## src/rtl/rd_hazard_ctrl_pkg.sv

```systemverilog
// Shared types and constants for the read-after-write hazard controller.
`ifndef BANK_ADDR_BITS
`define BANK_ADDR_BITS 3
`endif
`ifndef ROW_ADDR_BITS
`define ROW_ADDR_BITS 14
`endif
`ifndef COL_ADDR_BITS
`define COL_ADDR_BITS 10
`endif

package rd_hazard_ctrl_pkg;

    localparam int unsigned ADDR_WIDTH = `ROW_ADDR_BITS + `COL_ADDR_BITS + `BANK_ADDR_BITS;
    localparam int unsigned N_ENTRIES  = 8;

    typedef enum logic [1:0] {
        ST_IDLE  = 2'd0,
        ST_CHECK = 2'd1,
        ST_STALL = 2'd2,
        ST_ISSUE = 2'd3
    } state_e;

endpackage

```

## src/rtl/rd_hazard_cmp.sv

```systemverilog
// Combinational 8-way address comparator; an entry hits only when its valid bit is set.
module rd_hazard_cmp #(
    parameter int unsigned ADDR_WIDTH = rd_hazard_ctrl_pkg::ADDR_WIDTH
) (
    input  logic [ADDR_WIDTH-1:0]                                   i_addr,
    input  logic [rd_hazard_ctrl_pkg::N_ENTRIES-1:0][ADDR_WIDTH:0]  i_entries,
    output logic [rd_hazard_ctrl_pkg::N_ENTRIES-1:0]                o_hit_c
);

    import rd_hazard_ctrl_pkg::*;

    always_comb begin
        o_hit_c = '0;
        for (int k = 0; k < int'(N_ENTRIES); k++) begin
            o_hit_c[k] = i_entries[k][ADDR_WIDTH] &&
                         (i_entries[k][ADDR_WIDTH-1:0] == i_addr);
        end
    end

endmodule

```

## src/rtl/rd_hazard_ctrl.sv

```systemverilog
// Holds one read and releases it to the read queue only once no buffered write
// targets the same address; stalls meanwhile and asks for write drain priority.
module rd_hazard_ctrl #(
    parameter int unsigned ADDR_WIDTH = rd_hazard_ctrl_pkg::ADDR_WIDTH,
    parameter int unsigned STALL_MAX  = 1023,
    parameter int unsigned CNT_WIDTH  = 16
) (
    input  logic                  i_clk,
    input  logic                  i_rst_n,
    input  logic                  i_rd_valid,
    input  logic [ADDR_WIDTH-1:0] i_rd_addr,
    output logic                  o_rd_ready,
    input  logic [ADDR_WIDTH:0]   i_waddr_0,
    input  logic [ADDR_WIDTH:0]   i_waddr_1,
    input  logic [ADDR_WIDTH:0]   i_waddr_2,
    input  logic [ADDR_WIDTH:0]   i_waddr_3,
    input  logic [ADDR_WIDTH:0]   i_waddr_4,
    input  logic [ADDR_WIDTH:0]   i_waddr_5,
    input  logic [ADDR_WIDTH:0]   i_waddr_6,
    input  logic [ADDR_WIDTH:0]   i_waddr_7,
    output logic                  o_cmd_valid,
    output logic [ADDR_WIDTH-1:0] o_cmd_addr,
    input  logic                  i_cmd_ready,
    output logic                  o_wr_drain_req,
    output logic [7:0]            o_hit_vec,
    output logic [CNT_WIDTH-1:0]  o_stall_cnt,
    output logic                  o_stall_timeout
);

    import rd_hazard_ctrl_pkg::*;

    localparam int unsigned EP_WIDTH = $clog2(STALL_MAX + 1);

    state_e                              state_q, state_d;
    logic [ADDR_WIDTH-1:0]               hold_q, hold_d;
    logic [N_ENTRIES-1:0]                hit_vec_q, hit_vec_d;
    logic [CNT_WIDTH-1:0]                stall_cnt_q, stall_cnt_d;
    logic [EP_WIDTH-1:0]                 ep_cnt_q, ep_cnt_d;
    logic                                timeout_q, timeout_d;
    logic                                rd_ready_q, rd_ready_d;
    logic                                cmd_valid_q, cmd_valid_d;
    logic                                drain_q, drain_d;

    logic [N_ENTRIES-1:0][ADDR_WIDTH:0]  entries;
    logic [N_ENTRIES-1:0]                hit_c;
    logic                                any_hit_c;

    assign entries = {i_waddr_7, i_waddr_6, i_waddr_5, i_waddr_4,
                      i_waddr_3, i_waddr_2, i_waddr_1, i_waddr_0};

    rd_hazard_cmp #(
        .ADDR_WIDTH (ADDR_WIDTH)
    ) u_cmp (
        .i_addr    (hold_q),
        .i_entries (entries),
        .o_hit_c   (hit_c)
    );

    assign any_hit_c = |hit_c;

    // Next-state, datapath and registered-output decode
    always_comb begin
        state_d     = state_q;
        hold_d      = hold_q;
        hit_vec_d   = hit_vec_q;
        stall_cnt_d = stall_cnt_q;
        ep_cnt_d    = ep_cnt_q;
        timeout_d   = timeout_q;

        unique case (state_q)
            ST_IDLE: begin
                if (i_rd_valid) begin
                    hold_d  = i_rd_addr;
                    state_d = ST_CHECK;
                end
            end
            ST_CHECK: begin
                if (any_hit_c) begin
                    hit_vec_d = hit_c;
                    ep_cnt_d  = '0;
                    state_d   = ST_STALL;
                end else begin
                    hit_vec_d = '0;
                    state_d   = ST_ISSUE;
                end
            end
            ST_STALL: begin
                if (stall_cnt_q != '1) begin
                    stall_cnt_d = stall_cnt_q + CNT_WIDTH'(1);
                end
                if (ep_cnt_q != EP_WIDTH'(STALL_MAX)) begin
                    ep_cnt_d = ep_cnt_q + EP_WIDTH'(1);
                end
                // Timeout only flags the episode; the read keeps waiting
                if (ep_cnt_q == EP_WIDTH'(STALL_MAX - 1)) begin
                    timeout_d = 1'b1;
                end
                if (any_hit_c) begin
                    hit_vec_d = hit_c;
                end else begin
                    hit_vec_d = '0;
                    state_d   = ST_ISSUE;
                end
            end
            ST_ISSUE: begin
                // Writes arriving now are younger than this read, so no recompare
                if (i_cmd_ready) begin
                    state_d = ST_IDLE;
                end
            end
            default: state_d = ST_IDLE;
        endcase

        rd_ready_d  = (state_d == ST_IDLE);
        cmd_valid_d = (state_d == ST_ISSUE);
        drain_d     = (state_d == ST_STALL);
    end

    always_ff @(posedge i_clk or negedge i_rst_n) begin
        if (!i_rst_n) begin
            state_q     <= ST_IDLE;
            hold_q      <= '0;
            hit_vec_q   <= '0;
            stall_cnt_q <= '0;
            ep_cnt_q    <= '0;
            timeout_q   <= 1'b0;
            rd_ready_q  <= 1'b1;
            cmd_valid_q <= 1'b0;
            drain_q     <= 1'b0;
        end else begin
            state_q     <= state_d;
            hold_q      <= hold_d;
            hit_vec_q   <= hit_vec_d;
            stall_cnt_q <= stall_cnt_d;
            ep_cnt_q    <= ep_cnt_d;
            timeout_q   <= timeout_d;
            rd_ready_q  <= rd_ready_d;
            cmd_valid_q <= cmd_valid_d;
            drain_q     <= drain_d;
        end
    end

    assign o_rd_ready      = rd_ready_q;
    assign o_cmd_valid     = cmd_valid_q;
    assign o_cmd_addr      = hold_q;
    assign o_wr_drain_req  = drain_q;
    assign o_hit_vec       = hit_vec_q;
    assign o_stall_cnt     = stall_cnt_q;
    assign o_stall_timeout = timeout_q;

endmodule

```

## config.mk

```make
export PLATFORM = sky130hd
export DESIGN_NAME = rd_hazard_ctrl
export DESIGN_NICKNAME = d
export VERILOG_FILES = /design/src/rtl/rd_hazard_ctrl_pkg.sv /design/src/rtl/rd_hazard_cmp.sv /design/src/rtl/rd_hazard_ctrl.sv
export SDC_FILE = /design/constraint.sdc
export NUM_CORES = 1
export LEC_CHECK = 0
export BUFFER_PORTS_ARGS = -buffer_cell sky130_fd_sc_hd__buf_4
export CAP_MARGIN = 20
export CORE_AREA = 4 4 120 122
export CTS_CLUSTER_DIAMETER = 40
export CTS_CLUSTER_SIZE = 40
export DETAILED_ROUTE_END_ITERATION = 7
export DIE_AREA = 0 0 124 126
export GPL_ROUTABILITY_DRIVEN = 0
export PLACE_DENSITY = 0.75
export RECOVER_POWER = 25
export SLEW_MARGIN = 20
export SYNTH_ARGS = -nofsm -noshare
export SYNTH_HDL_FRONTEND = slang
export SYNTH_HIERARCHICAL = 1
export SYNTH_SLANG_ARGS = --single-unit
```

## constraint.sdc

```tcl
create_clock -name i_clk -period 5.1 [get_ports i_clk]
set_clock_uncertainty 0.2 [all_clocks]
set_input_delay 1.275 -clock i_clk [delete_from_list [all_inputs] [get_ports i_clk]]
set_output_delay 1.275 -clock i_clk [all_outputs]
set_load 0.01 [all_outputs]
```

After elaboration in Yosys (flattened, before gate mapping)

Cells that the tools add are included.

Register bits after elaboration: 67
Input bits: 255
Output and inout bits: 55
Logic and storage cells: 55

Add/sub/neg operators: 2
Equality and inequality tests: 18
Mux-type cells: 9
Reduce and logical (&&, ||, !) cells: 17

Operator list:

| kind                                                                   | number |
|---|---|
| 27-bit equality test                                                   | 8 |
| 10-bit 2-to-1 mux                                                      | 2 |
| 10-bit one-hot mux with 2 select lines                                 | 1 |
| 16-bit by 1-bit adder with 16-bit output (second input constant)       | 1 |
| 16-bit inequality test (second input constant)                         | 1 |
| 10-bit by 1-bit adder with 10-bit output (second input constant)       | 1 |
| 10-bit equality test (second input constant)                           | 1 |
| 10-bit inequality test (second input constant)                         | 1 |
| 2-bit equality test (second input constant)                            | 4 |
| 1-bit logical AND                                                      | 8 |
| 8-bit 2-to-1 mux                                                       | 1 |
| 2-bit one-hot mux with 4 select lines                                  | 1 |
| 8-bit OR reduction                                                     | 1 |
| 2-bit 2-to-1 mux                                                       | 3 |
| 2-bit AND reduction                                                    | 3 |
| 2-bit zero test                                                        | 2 |
| 2-bit inequality test (second input constant)                          | 2 |
| 3-bit AND reduction                                                    | 1 |
| 2-bit by 1-bit equality test with 1-bit output (second input constant) | 1 |
| 2-bit nonzero test                                                     | 1 |
| 2-bit OR reduction                                                     | 1 |
| 1-bit 2-to-1 mux                                                       | 1 |

Longest topological paths before layout

Depth in word-level cells: 6
Depth in mapped cells: 10
Depth with buffers taken out: 8

Modules after synthesis

Netlist, hierarchy kept.

Modules (own cells, without submodules):

| module         | instances | cells each | area an instance (µm²) | seq. area each (µm²) |
|---|---|---|---|---|
| rd_hazard_ctrl | 1         | 245        | 3088.0                 | 1677.9 |
| rd_hazard_cmp  | 1         | 315        | 2692.6                 | 0.0 |

Worst setup path after synthesis

Ideal clock, no wire load.

Path type: input-to-reg
From: input port i_waddr_1[4]
To: register ep_cnt_q[4]
Library setup time: 0.071 ns
Arrival: 3.210 ns
Required time: 4.829 ns
Setup slack: 1.619 ns
Stages: 9
Path buffers: 1
Cell sequence: xnor2_1 > nand4_1 > or4_1 > nor4_2 > nor4_2 > and3_1 > buf_2 > or4b_1 > nand4_1

Cells in the longest elaborated chain, start to end: 5

Ends and longest elaborated chain:

| what                                   | line                  | text |
|---|---|---|
| from (decl)                            | rd_hazard_ctrl.sv:14  | `input logic [ADDR_WIDTH:0] i_waddr_1,` |
| 27-bit equality test                   | rd_hazard_cmp.sv:16   | `(i_entries[k][ADDR_WIDTH-1:0] == i_addr);` |
| 1-bit logical AND                      | rd_hazard_cmp.sv:15   | `o_hit_c[k] = i_entries[k][ADDR_WIDTH] &&` |
| net hit_c[1]                           | rd_hazard_ctrl.sv:45  | `logic [N_ENTRIES-1:0] hit_c;` |
| 8-bit OR reduction                     | rd_hazard_ctrl.sv:59  | `assign any_hit_c = \|hit_c;` |
| 2-bit inequality test (no source line) | -                     |  |
| 3-bit AND reduction (no source line)   | -                     |  |
| to (signal assigned)                   | rd_hazard_ctrl.sv:135 | `ep_cnt_q <= ep_cnt_d;` |
| to (decl)                              | rd_hazard_ctrl.sv:38  | `logic [EP_WIDTH-1:0] ep_cnt_q, ep_cnt_d;` |

The timed path passes the listed nets, and every way through them passes these cells.
A chain may end at the register's enable or synchronous reset.

Worst setup path after layout

From: input port i_waddr_1[2]
To: register ep_cnt_q[7]

The elaborated chain is that of the path after synthesis.

==> out/qor.csv <==
stage;metric;value;unit
synth;post-synthesis sequential area ratio;0.2903;
sta;Slew Viols, Final;68;
sta;setup ws final;1389;ps
synth;Yosys warnings;6;
final_layout;storage element area;1678;um^2
worst_setup_path;Critical Path Sink Type;flip-flop;
final_layout;most frequent cells in the layout;308 x buf_4, 219 x xnor2_1, 66 x dfrtp_1;
detailed_routing;WL/cell;23.78;um
hold_path;HP Start;o_stall_timeout;
global_routing;antenna violations before repair;0;
sta;unrepaired setup endpoints after global routing;no;
synth;ys async rst share;1.000;
global_routing;vias in the first global route;5886;
clock_tree;# hold bufs at CTS;0;
final_layout;fin util;0.6300;
detailed_routing;met2 wire len;12270;um
detailed_routing;met1 wire length;8725;um
sta;Min Hold Slack;286.8;ps
detailed_routing;number of DRC markers in iteration 0;530;
detailed_routing;Top Metal Used;met4;
floorplanning;Top Ports;310;
place;Port Buffer Count;309;
floorplanning;die height;126;um
outcome;run status;finished with violations;
sta;fin crit share;0.7276;
sta;Fin. Hold Viols;0;
detailed_routing;DRC;0;
worst_setup_path;Setup CP Type;in -> reg;
worst_setup_path;R2R Setup Slk;1580;ps
synth;commonest register cell after synthesis;dfrtp_1;
place;Area after DPL;8001;um^2
synth;syn_nets;823;
detailed_routing;final wirelength;24400;um
floorplanning;Die ar.;15620;um^2
sta;Slew headroom;-0.1094;
hold_path;worst hold path endpoint;o_stall_timeout;
power_and_ir_drop;Leakage;3.552;nW
worst_setup_path;Critical Path Source Type;input port;
worst_setup_path;crit path max fanout;6;
final_layout;area of the multi-input gates;3761;um^2
global_routing;Overflow after GRT;0;
worst_setup_path;Worst Path Arrival;3710;ps
power_and_ir_drop;Power per Cell Area;481.3;nW/um^2
final_layout;P&R area growth vs syn;43.74;%
synth;Yosys reg bits;67;
flow_run;max cap viols;1;
worst_setup_path;Critical R2R Capture;ep_cnt_q[7];
final_layout;# fillers;1132;
clock_tree;cts repair resizes;0;
sta;setup TNS;0;ps
synth;Syn Area/Cell;10.32;um^2
synth;Area contributors post-synth;xnor2_1 33%, dfrtp_1 29%, mux2_2 7.4%;
floorplanning;starting density of the core;0.4382;
floorplanning;row count;42;
global_routing;largest net degree at the start of global routing;68;
final_layout;final net count;1109;
clock_tree;Root Buffer Master;clkbuf_16;
clock_tree;CTS tree;yes;
final_layout;ANT cells;0;
synth;share of the synthesized area in the top cell type;0.3318;
place;pre-CTS WS;1133;ps
global_routing;All-Layer GR Usage;0.2976;
clock_tree;CTS Buffer Depth;2;
synth;Post-synth EDFFs;0;
clock_tree;clock slew at reported path FFs;50;ps
worst_setup_path;reg2reg path depth;8;
outcome;failing checks;max-capacitance violations, max-slew violations;
detailed_routing;via count;5630;
final_layout;share of layout cells above drive strength 1;0.4482;
clock_tree;htree depth;3;
synth;Synth Cell Area;5781;um^2
detailed_routing;DR vias/cell;5.487;
synth;cells after synthesis;560;
sta;Max Freq;269.5;MHz
clock_tree;clock latency on the worst-skew pair;320;ps
floorplanning;core box area;13190;um^2
hold_path;Worst Hold Path Cells;1;
synth;area leader, netlist;xnor2_1;
power_and_ir_drop;worst vdd ir;0.0002937;V
worst_setup_path;RR Startpoint;o_cmd_addr[0];
synth;Cell variety after synth;50;
final_layout;commonest non-fill, non-tap cell in the layout;buf_4;
clock_tree;Num CTS Buffers;9;
sta;Tmin final;3711;ps
clock_tree;total setup buffers inserted after CTS;0;
place;HPWL Detailed;19280;um
sta;Slew @ Worst Pin;1664;ps
global_routing;global-route wire length before repair;34480;um
detailed_routing;routed length on met3;2458;um
worst_setup_path;worst path required time;5100;ps
final_layout;final instance area;8309;um^2
detailed_routing;1st-pass router iterations;5;
sta;endpoints failing setup;0;
floorplanning;Die X;124;um
clock_tree;CTS Sinks;67;
detailed_routing;antenna viol nets, final;0;
hold_path;Hold Crit Class;reg -> reg;
## stage by stage
step,total power [W],cells
after floorplan,0.002646,560
after global placement,0.003246,1011
after detailed placement,0.003304,1011
after CTS,0.003971,1026
after global routing,0.004188,1026
final,0.003999,1026
## where the power goes
group / internal (W) / switching (W)
registers: 0.000679 / 0.000767
clock network: 0.000439 / 0.000208
logic: 0.00114 / 0.000766
total: 0.00226 / 0.00174
## worst max-delay path by stage
stage | startpoint | end | slack (ps) | depth (start not counted)
global route | i_waddr_1[2] | ep_cnt_q[7] | 1300 | 9
floorplan | i_waddr_1[4] | ep_cnt_q[4] | 1620 | 9
CTS | i_waddr_1[2] | ep_cnt_q[7] | 1460 | 9
global placement | i_waddr_0[4] | ep_cnt_q[7] | 1180 | 9
finish | i_waddr_1[2] | ep_cnt_q[7] | 1390 | 9
detailed placement | i_waddr_1[2] | ep_cnt_q[7] | 1130 | 9
## final cells by class
cell class / instances / share of cell area
Timing Repair Buffer: 309 / 0.2789
Tap cell: 176 / 0.02650
Multi-Input combinational cell: 453 / 0.4526
Inverter: 6 / 0.002710
Clock inverter: 2 / 0.007228
Sequential cell: 67 / 0.2019
Clock buffer: 13 / 0.03012
## synthesized netlist by cell type, drive strengths merged, types with 2 or more instances
cell type and count:
nor2 8, and2 5, nand4 65, and4 5
nor3 2, nor4 13, clkbuf 3, or2 2
xor2 8, o21ai 7, a31oi 4, and3 4
inv 6, buf 31, ha 8, dfrtp 66
nand3 13, nor2b 5, a41oi 2, mux2 39
a22o 3, nor4b 2, xnor2 219, or4 8
a21oi 5, nand2 11
## critical path, stage by stage
cell and delay (ps):
buf_4 110, xnor2_1 260, nand4_1 160, or4_1 600, nor4_2 260, nor4_2 140
a31oi_1 340, nand2_1 230, a211o_1 340
## logic make-up (layout without fill, tap and decap cells)
kind of cell | count (synthesis) | in the layout | share of synthesized area
xor+xnor | 227 | 227 | 0.3439
flops | 67 | 67 | 0.2903
fa+ha+maj | 8 | 8 | 0.01732
buf+inv | 40 | 330 | 0.05952
mux | 39 | 39 | 0.07662
simple gates | 147 | 147 | 0.1708
compound gates | 32 | 32 | 0.04156
## registers in the layout (all words and copies together) (netlist names), 2 cells and up
register and cells:
o_cmd_addr 27, state_q 2, ep_cnt_q 10, o_stall_cnt 16, o_hit_vec 8
## per-layer routing
layer / GRT usage / vias to the layer above
met3: 0.08879 / 78
met1: 0.3418 / 2674
met5: 0 / -
li1: - / 2541
met4: 0.1192 / 0
met2: 0.5129 / 337
(Power assumes the default switching activity.)
